===== config.mk =====
export PLATFORM = sky130hd
export DESIGN_NAME = mc_ctrl_fsm
export DESIGN_NICKNAME = d
export VERILOG_FILES = /design/src/rtl/mc_ctrl_fsm.sv
export SDC_FILE = /design/constraint.sdc
export NUM_CORES = 1
export LEC_CHECK = 0
export CAP_MARGIN = 10
export CORE_ASPECT_RATIO = 0.5
export CORE_UTILIZATION = 28
export CTS_BUF_LIST = sky130_fd_sc_hd__clkbuf_16
export CTS_CLUSTER_DIAMETER = 80
export CTS_CLUSTER_SIZE = 10
export DETAILED_ROUTE_END_ITERATION = 6
export PLACE_DENSITY = 0.55
export SLEW_MARGIN = 25
export SYNTH_ARGS = -nofsm -noshare
export SYNTH_HDL_FRONTEND = slang
export SYNTH_SLANG_ARGS = --single-unit
export TNS_END_PERCENT = 20

===== constraint.sdc =====
create_clock -name clk -period 1.1 [get_ports clk]
set_input_delay 0.22 -clock clk [delete_from_list [all_inputs] [get_ports clk]]
set_output_delay 0.22 -clock clk [all_outputs]
set_load 0.1 [all_outputs]

===== src/rtl/mc_ctrl_fsm.sv =====
// Multicycle ARM control unit: Moore main FSM with registered outputs plus ALU/flag decode.
// Optional build macro MCFSM_CMP_NOWB_EN: CMP returns to FETCH straight after execute, skipping ALUWB.
module mc_ctrl_fsm #(
  parameter int STATE_W = 4
) (
  input  logic               clk,
  input  logic               rst,
  input  logic [1:0]         Op,
  input  logic [5:0]         Funct,
  input  logic [3:0]         Rd,
  output logic               IRWrite,
  output logic               NextPC,
  output logic               AdrSrc,
  output logic [1:0]         ALUSrcA,
  output logic [1:0]         ALUSrcB,
  output logic [1:0]         ResultSrc,
  output logic [1:0]         ALUControl,
  output logic               PCS,
  output logic               RegW,
  output logic               MemW,
  output logic [1:0]         FlagW,
  output logic [STATE_W-1:0] state
);

  typedef enum logic [3:0] {
    FETCH    = 4'd0,
    DECODE   = 4'd1,
    MEMADR   = 4'd2,
    MEMREAD  = 4'd3,
    MEMWB    = 4'd4,
    MEMWRITE = 4'd5,
    EXECUTER = 4'd6,
    EXECUTEI = 4'd7,
    ALUWB    = 4'd8,
    BRANCH   = 4'd9
  } state_t;

  typedef struct packed {
    logic       ir_write;
    logic       next_pc;
    logic       adr_src;
    logic [1:0] alu_src_a;
    logic [1:0] alu_src_b;
    logic [1:0] result_src;
    logic [1:0] alu_control;
    logic       pcs;
    logic       reg_w;
    logic       mem_w;
    logic [1:0] flag_w;
  } ctl_t;

  state_t state_q;
  state_t state_d;
  ctl_t   ctl_q;
  ctl_t   ctl_d;

  // Control word for a given state; instruction fields are stable whenever they matter
  function automatic ctl_t decode_ctl(input state_t s, input logic [5:0] funct,
                                      input logic [3:0] rd);
    ctl_t c;
    logic alu_op;
    logic branch;
    c      = '0;
    alu_op = 1'b0;
    branch = 1'b0;
    case (s)
      FETCH: begin
        c.ir_write   = 1'b1;
        c.next_pc    = 1'b1;
        c.alu_src_a  = 2'b01;
        c.alu_src_b  = 2'b10;
        c.result_src = 2'b10;
      end
      DECODE: begin
        c.alu_src_a  = 2'b01;
        c.alu_src_b  = 2'b10;
        c.result_src = 2'b10;
      end
      MEMADR:   c.alu_src_b = 2'b01;
      MEMREAD:  c.adr_src = 1'b1;
      MEMWB: begin
        c.result_src = 2'b01;
        c.reg_w      = 1'b1;
      end
      MEMWRITE: begin
        c.adr_src = 1'b1;
        c.mem_w   = 1'b1;
      end
      EXECUTER: alu_op = 1'b1;
      EXECUTEI: begin
        c.alu_src_b = 2'b01;
        alu_op      = 1'b1;
      end
      ALUWB:    c.reg_w = 1'b1;
      BRANCH: begin
        c.alu_src_a  = 2'b10;
        c.alu_src_b  = 2'b01;
        c.result_src = 2'b10;
        branch       = 1'b1;
      end
      default: ;
    endcase

    // Unrecognised commands leave both ALU control and flag writes at zero
    if (alu_op) begin
      case (funct[4:1])
        4'b0100: begin
          c.alu_control = 2'b00;
          c.flag_w      = {funct[0], funct[0]};
        end
        4'b0010, 4'b1010: begin
          c.alu_control = 2'b01;
          c.flag_w      = {funct[0], funct[0]};
        end
        4'b0000: begin
          c.alu_control = 2'b10;
          c.flag_w      = {funct[0], 1'b0};
        end
        4'b1100: begin
          c.alu_control = 2'b11;
          c.flag_w      = {funct[0], 1'b0};
        end
        default: begin
          c.alu_control = 2'b00;
          c.flag_w      = 2'b00;
        end
      endcase
    end

    c.pcs = branch | c.next_pc | (c.reg_w & (rd == 4'hF));
    return c;
  endfunction

  always_comb begin
    state_d = FETCH;
    case (state_q)
      FETCH:  state_d = DECODE;
      DECODE: begin
        case (Op)
          2'b00:   state_d = Funct[5] ? EXECUTEI : EXECUTER;
          2'b01:   state_d = MEMADR;
          2'b10:   state_d = BRANCH;
          default: state_d = FETCH;
        endcase
      end
      MEMADR:   state_d = Funct[0] ? MEMREAD : MEMWRITE;
      MEMREAD:  state_d = MEMWB;
      MEMWB:    state_d = FETCH;
      MEMWRITE: state_d = FETCH;
      EXECUTER, EXECUTEI: begin
`ifdef MCFSM_CMP_NOWB_EN
        state_d = (Funct[4:1] == 4'b1010) ? FETCH : ALUWB;
`else
        state_d = ALUWB;
`endif
      end
      ALUWB:    state_d = FETCH;
      BRANCH:   state_d = FETCH;
      default:  state_d = FETCH;
    endcase
  end

  always_comb begin
    ctl_d = decode_ctl(state_d, Funct, Rd);
  end

  // Outputs are registered alongside the state so they always describe the current state
  always_ff @(posedge clk or negedge rst) begin
    if (!rst) begin
      state_q <= FETCH;
      ctl_q   <= decode_ctl(FETCH, 6'd0, 4'd0);
    end else begin
      state_q <= state_d;
      ctl_q   <= ctl_d;
    end
  end

  assign IRWrite    = ctl_q.ir_write;
  assign NextPC     = ctl_q.next_pc;
  assign AdrSrc     = ctl_q.adr_src;
  assign ALUSrcA    = ctl_q.alu_src_a;
  assign ALUSrcB    = ctl_q.alu_src_b;
  assign ResultSrc  = ctl_q.result_src;
  assign ALUControl = ctl_q.alu_control;
  assign PCS        = ctl_q.pcs;
  assign RegW       = ctl_q.reg_w;
  assign MemW       = ctl_q.mem_w;
  assign FlagW      = ctl_q.flag_w;
  assign state      = STATE_W'(state_q);

endmodule


# After elaboration in Yosys (flattened, before gate mapping)
# Cells that the tools add are included.
# totals
register_bits	20
input_bits	14
out_inout_bits	20
# classes
n_eq_ne	21
n_mux	17
n_bitwise	3
n_reduce_logical	14
# ops
operator	n
equality test 4 x 3 -> 1 bit, second input constant	7
equality test 4 x 2 -> 1 bit, second input constant	5
equality test 4 bit, second input constant	5
one-hot mux 4 bit (5 select lines)	1
one-hot mux 2 bit (2 select lines)	4
OR reduction 2 bit	7
zero test 4 bit	3
one-hot mux 4 bit (3 select lines)	1
OR reduction 3 bit	3
equality test 4 x 1 -> 1 bit, second input constant	2
two-way mux 1 bit	6
two-way mux 2 bit	3
one-hot mux 2 bit (3 select lines)	1
two-way mux 3 bit	1
equality test 2 x 1 -> 1 bit, second input constant	1
equality test 2 bit, second input constant	1
zero test 2 bit	1
bitwise OR 1 bit	2
bitwise AND 1 bit	1

# Logic depth before layout (Yosys ltp)
# logic_depth
depth_word	8
mapped_depth	5
depth_no_buf	5

# Worst setup path before layout
# Ideal clock, no wire load.
# synth_timing
kind	register to register
startpoint	register state_q[0], in the netlist state[0]
endpoint	register ctl_q, in the netlist ALUSrcB[0]
setup_time_ps	118
arrival_ps	1813
required_ps	982
path_slack_ps	-831
stages_incl_launch_ff	6
n_path_buf	0
period_less_slack_ps	1931
cell_sequence	dfrtp_1 > nor3b_2 > nand2_2 > o21ai_2 > mux2i_1 > a21o_1
# synth_rtl
element	line	source
start: declaration	52	state_t state_q;
start signal: assignment	173	state_q <= state_d;
end signal: assignment	171	ctl_q <= decode_ctl(FETCH, 6'd0, 4'd0);
end signal: assignment	174	ctl_q <= ctl_d;
end: declaration	54	ctl_t ctl_q;

==> results.md <==
- Period utilization: 123%
- Top cells by area, synth: dfrtp_1 (44%), dfstp_2 (16%), nor2_1 (3.3%), nor3_1 (3.1%), nor3_2 (2.5%)
- Post-synth EDFFs: 0
- Syn Area/Cell: 11.9 µm²
- Max Fclk: 741 MHz
- Clock transition at path regs: roughly 0.05 ns
- Setup slack after layout: -0.250 ns
- Yosys Warn Count: 0
- DR WL/cell: 14.0 µm
- Area delta synth->final: 109%
- Failing checks: negative setup slack
- Number of hold violations in the final report: 0
- Vias: 691
- Hold/Removal Path Class: in2async
- Top_reg_cell synth: dfrtp_1
- Fin area: 1670 µm²
- Mapped Cells: 67
- Drt drc: 0
- Layout Skew: a little under 0.003 ns
- Worst-skew pair later-pin latency: 0.25 ns
- Routability cong.: 0.789
- Cell depth of the worst flop-to-flop path: 5
- Port-buffer cells: 33
- Critical R2R Launch: state[0]
- Reg2reg end: ALUSrcB[0]
- Setup violators final: 23
- Mapped Nets: between 80 and 90
- GRT overflow: 0
- I/O pins: 34
- Async set-or-reset flop fraction in the synthesized netlist: 100%
- ANT nets after route: 0
- Post-synth top area cell: dfrtp_1
- Area share of the largest cell type after synthesis: 43.8%
- Slew Limit Fails: 0
- CTS tree: built
- Final Core Density: between 60 and 70%
- Vias/cell: 4.46
- Num CTS Buffers: 3
- Max-cap viol count: 0
- Number of global-route vias before repair: 729
- CTS Sinks: 19
- All-Layer GR Usage: 15.3%
- 1st-pass router iterations: 4
- WP data required: 1.24 ns
- Post-synthesis sequential area ratio: 60.3%
- Status: finished, violations left
- Dpl hpwl: 1650 µm
- Crit. End Element: flip-flop
- Initial Utilization: about 30%
- Antenna cell count: 0
- Global-route wire length before repair: roughly 3400 µm
- Hold_buf cts: 0
- Register-to-register setup slack: -0.25 ns
- Cell variety after synth: 32
- Worst slew margin: 68.3%
- Detailed Route Iter0 Violations: 20
- Crit path launch type: flip-flop
- Post-synthesis instance area: 800 µm²
- Most numerous cell in the Yosys netlist: dfrtp_1
- DRT Wirelength: 2180 µm
- Die Wd: 77.6 µm
- CTS root buffer: clkbuf_16
- NumNets Final: 133
- Synthesis-stage register bit count: 19
- Die area: 3090 µm²
- RSZ-0062 raised after global routing: yes
- Placed cell area: about 1500 µm²
- Post-synth top cells: dfrtp_1 (14), nor2_1 (7), dfstp_2 (5), nor3_1 (5), nor2b_1 (3)
- Share of post-route cells with drive strength above 1: a little under three fifths
- Core area: 2650 µm²
- CTS H-tree lvls: 1
- Die height: 39.8 µm
- Tmin final: 1.35 ns
- Clock Tree Buf Depth: 2
- Core Rows: 13
- Largest net degree at the start of global routing: 20
- Min Hold Slack: around 0.30 ns
- CP arrival: 1.49 ns
- Setup TNS: -3.64 ns
- Tightest Pin Transition: 0.472 ns
- Initial antenna violation count: 0
- Worst Path Max Fanout: 7
- Critical path class: reg2reg
==> state kept, by name, summed over array words and instances (netlist names) <==
register and count:
FlagW 2, AdrSrc 1, RegW 1, IRWrite 1, state 4, PCS 1
ALUSrcA 2, MemW 1, ALUSrcB 2, ResultSrc 2, ALUControl 2
==> placed cells by master, fill, tap and decap left out, types with 2 or more instances in the layout <==
cell	instances
buf_12	21
buf_4	12
buf_6	3
clkbuf_16	3
clkdlybuf4s50_1	13
dfrtp_1	10
dfrtp_4	4
dfstp_2	4
inv_1	2
nand2_1	2
nor2_1	6
nor2b_1	2
nor3_1	3
nor3_2	2
nor3_4	2
==> layer usage <==
layer | track usage, % | up-vias | wire length [µm]
met2 | 33.4 | 19 | 1290
met1 | 14.3 | 335 | 786
met5 | 0 | - | 0
met3 | 5.12 | 2 | 78
li1 | - | 335 | -
met4 | 4.25 | 0 | 19
==> final cells by class <==
class,count,area [µm²]
sequential,19,500
tap,37,46.3
clock buffer,3,75.1
inverter,2,7.51
multi-input combinational,44,360
fill,220,982
timing repair buffer,49,674
clock inverter,1,5.00
==> worst max-delay path, cell delays in order (launching register included) <==
cell	delay (ns)
dfrtp_4	0.52
nor3b_4	0.17
a21oi_1	0.16
nor3_2	0.07
buf_4	0.15
a21o_1	0.17
==> stage by stage <==
stage | cells | setup WS [ns]
floorplan | 67 | -0.329
global route | 155 | -0.365
global placement | 150 | -0.440
CTS | 154 | -0.256
detailed placement | 150 | -0.493
finish | 155 | -0.250
==> repair_timing <==
item | 4_1_cts | 5_1_grt
pin swaps | 1 | 1
gates resized for setup | 5 | 9
buffers inserted | 0 | 1
setup endpoints to repair | 23 | 27
==> cell families (layout without fill, tap and decap cells) <==
family                    Yosys count  after routing  synth area share [%]
muxes                               1              1                  1.25
xor gates and xnor gates            1              1                  1.10
DFF                                19             19                  60.3
buffers and inverters               4             55                  3.29
AOI/OAI and AO/OA                  12             12                  11.1
and+or+nand+nor                    30             30                  23.0
==> worst max-delay path by stage <==
| stage | endpoint | cells after the start | start |
|---|---|---|---|
| after global placement | ALUSrcB[0] | 6 | Op[1] |
| after global routing | ALUSrcA[0] | 5 | state[0] |
| after floorplan | ALUSrcB[0] | 5 | state[0] |
| after CTS | ALUSrcB[0] | 5 | state[1] |
| final | ALUSrcB[0] | 5 | state[0] |
| after detailed placement | ALUControl[1] | 5 | Op[1] |
Power is not shown: default switching activity piles up to over one toggle a cycle in this logic, so the estimate is an artifact.
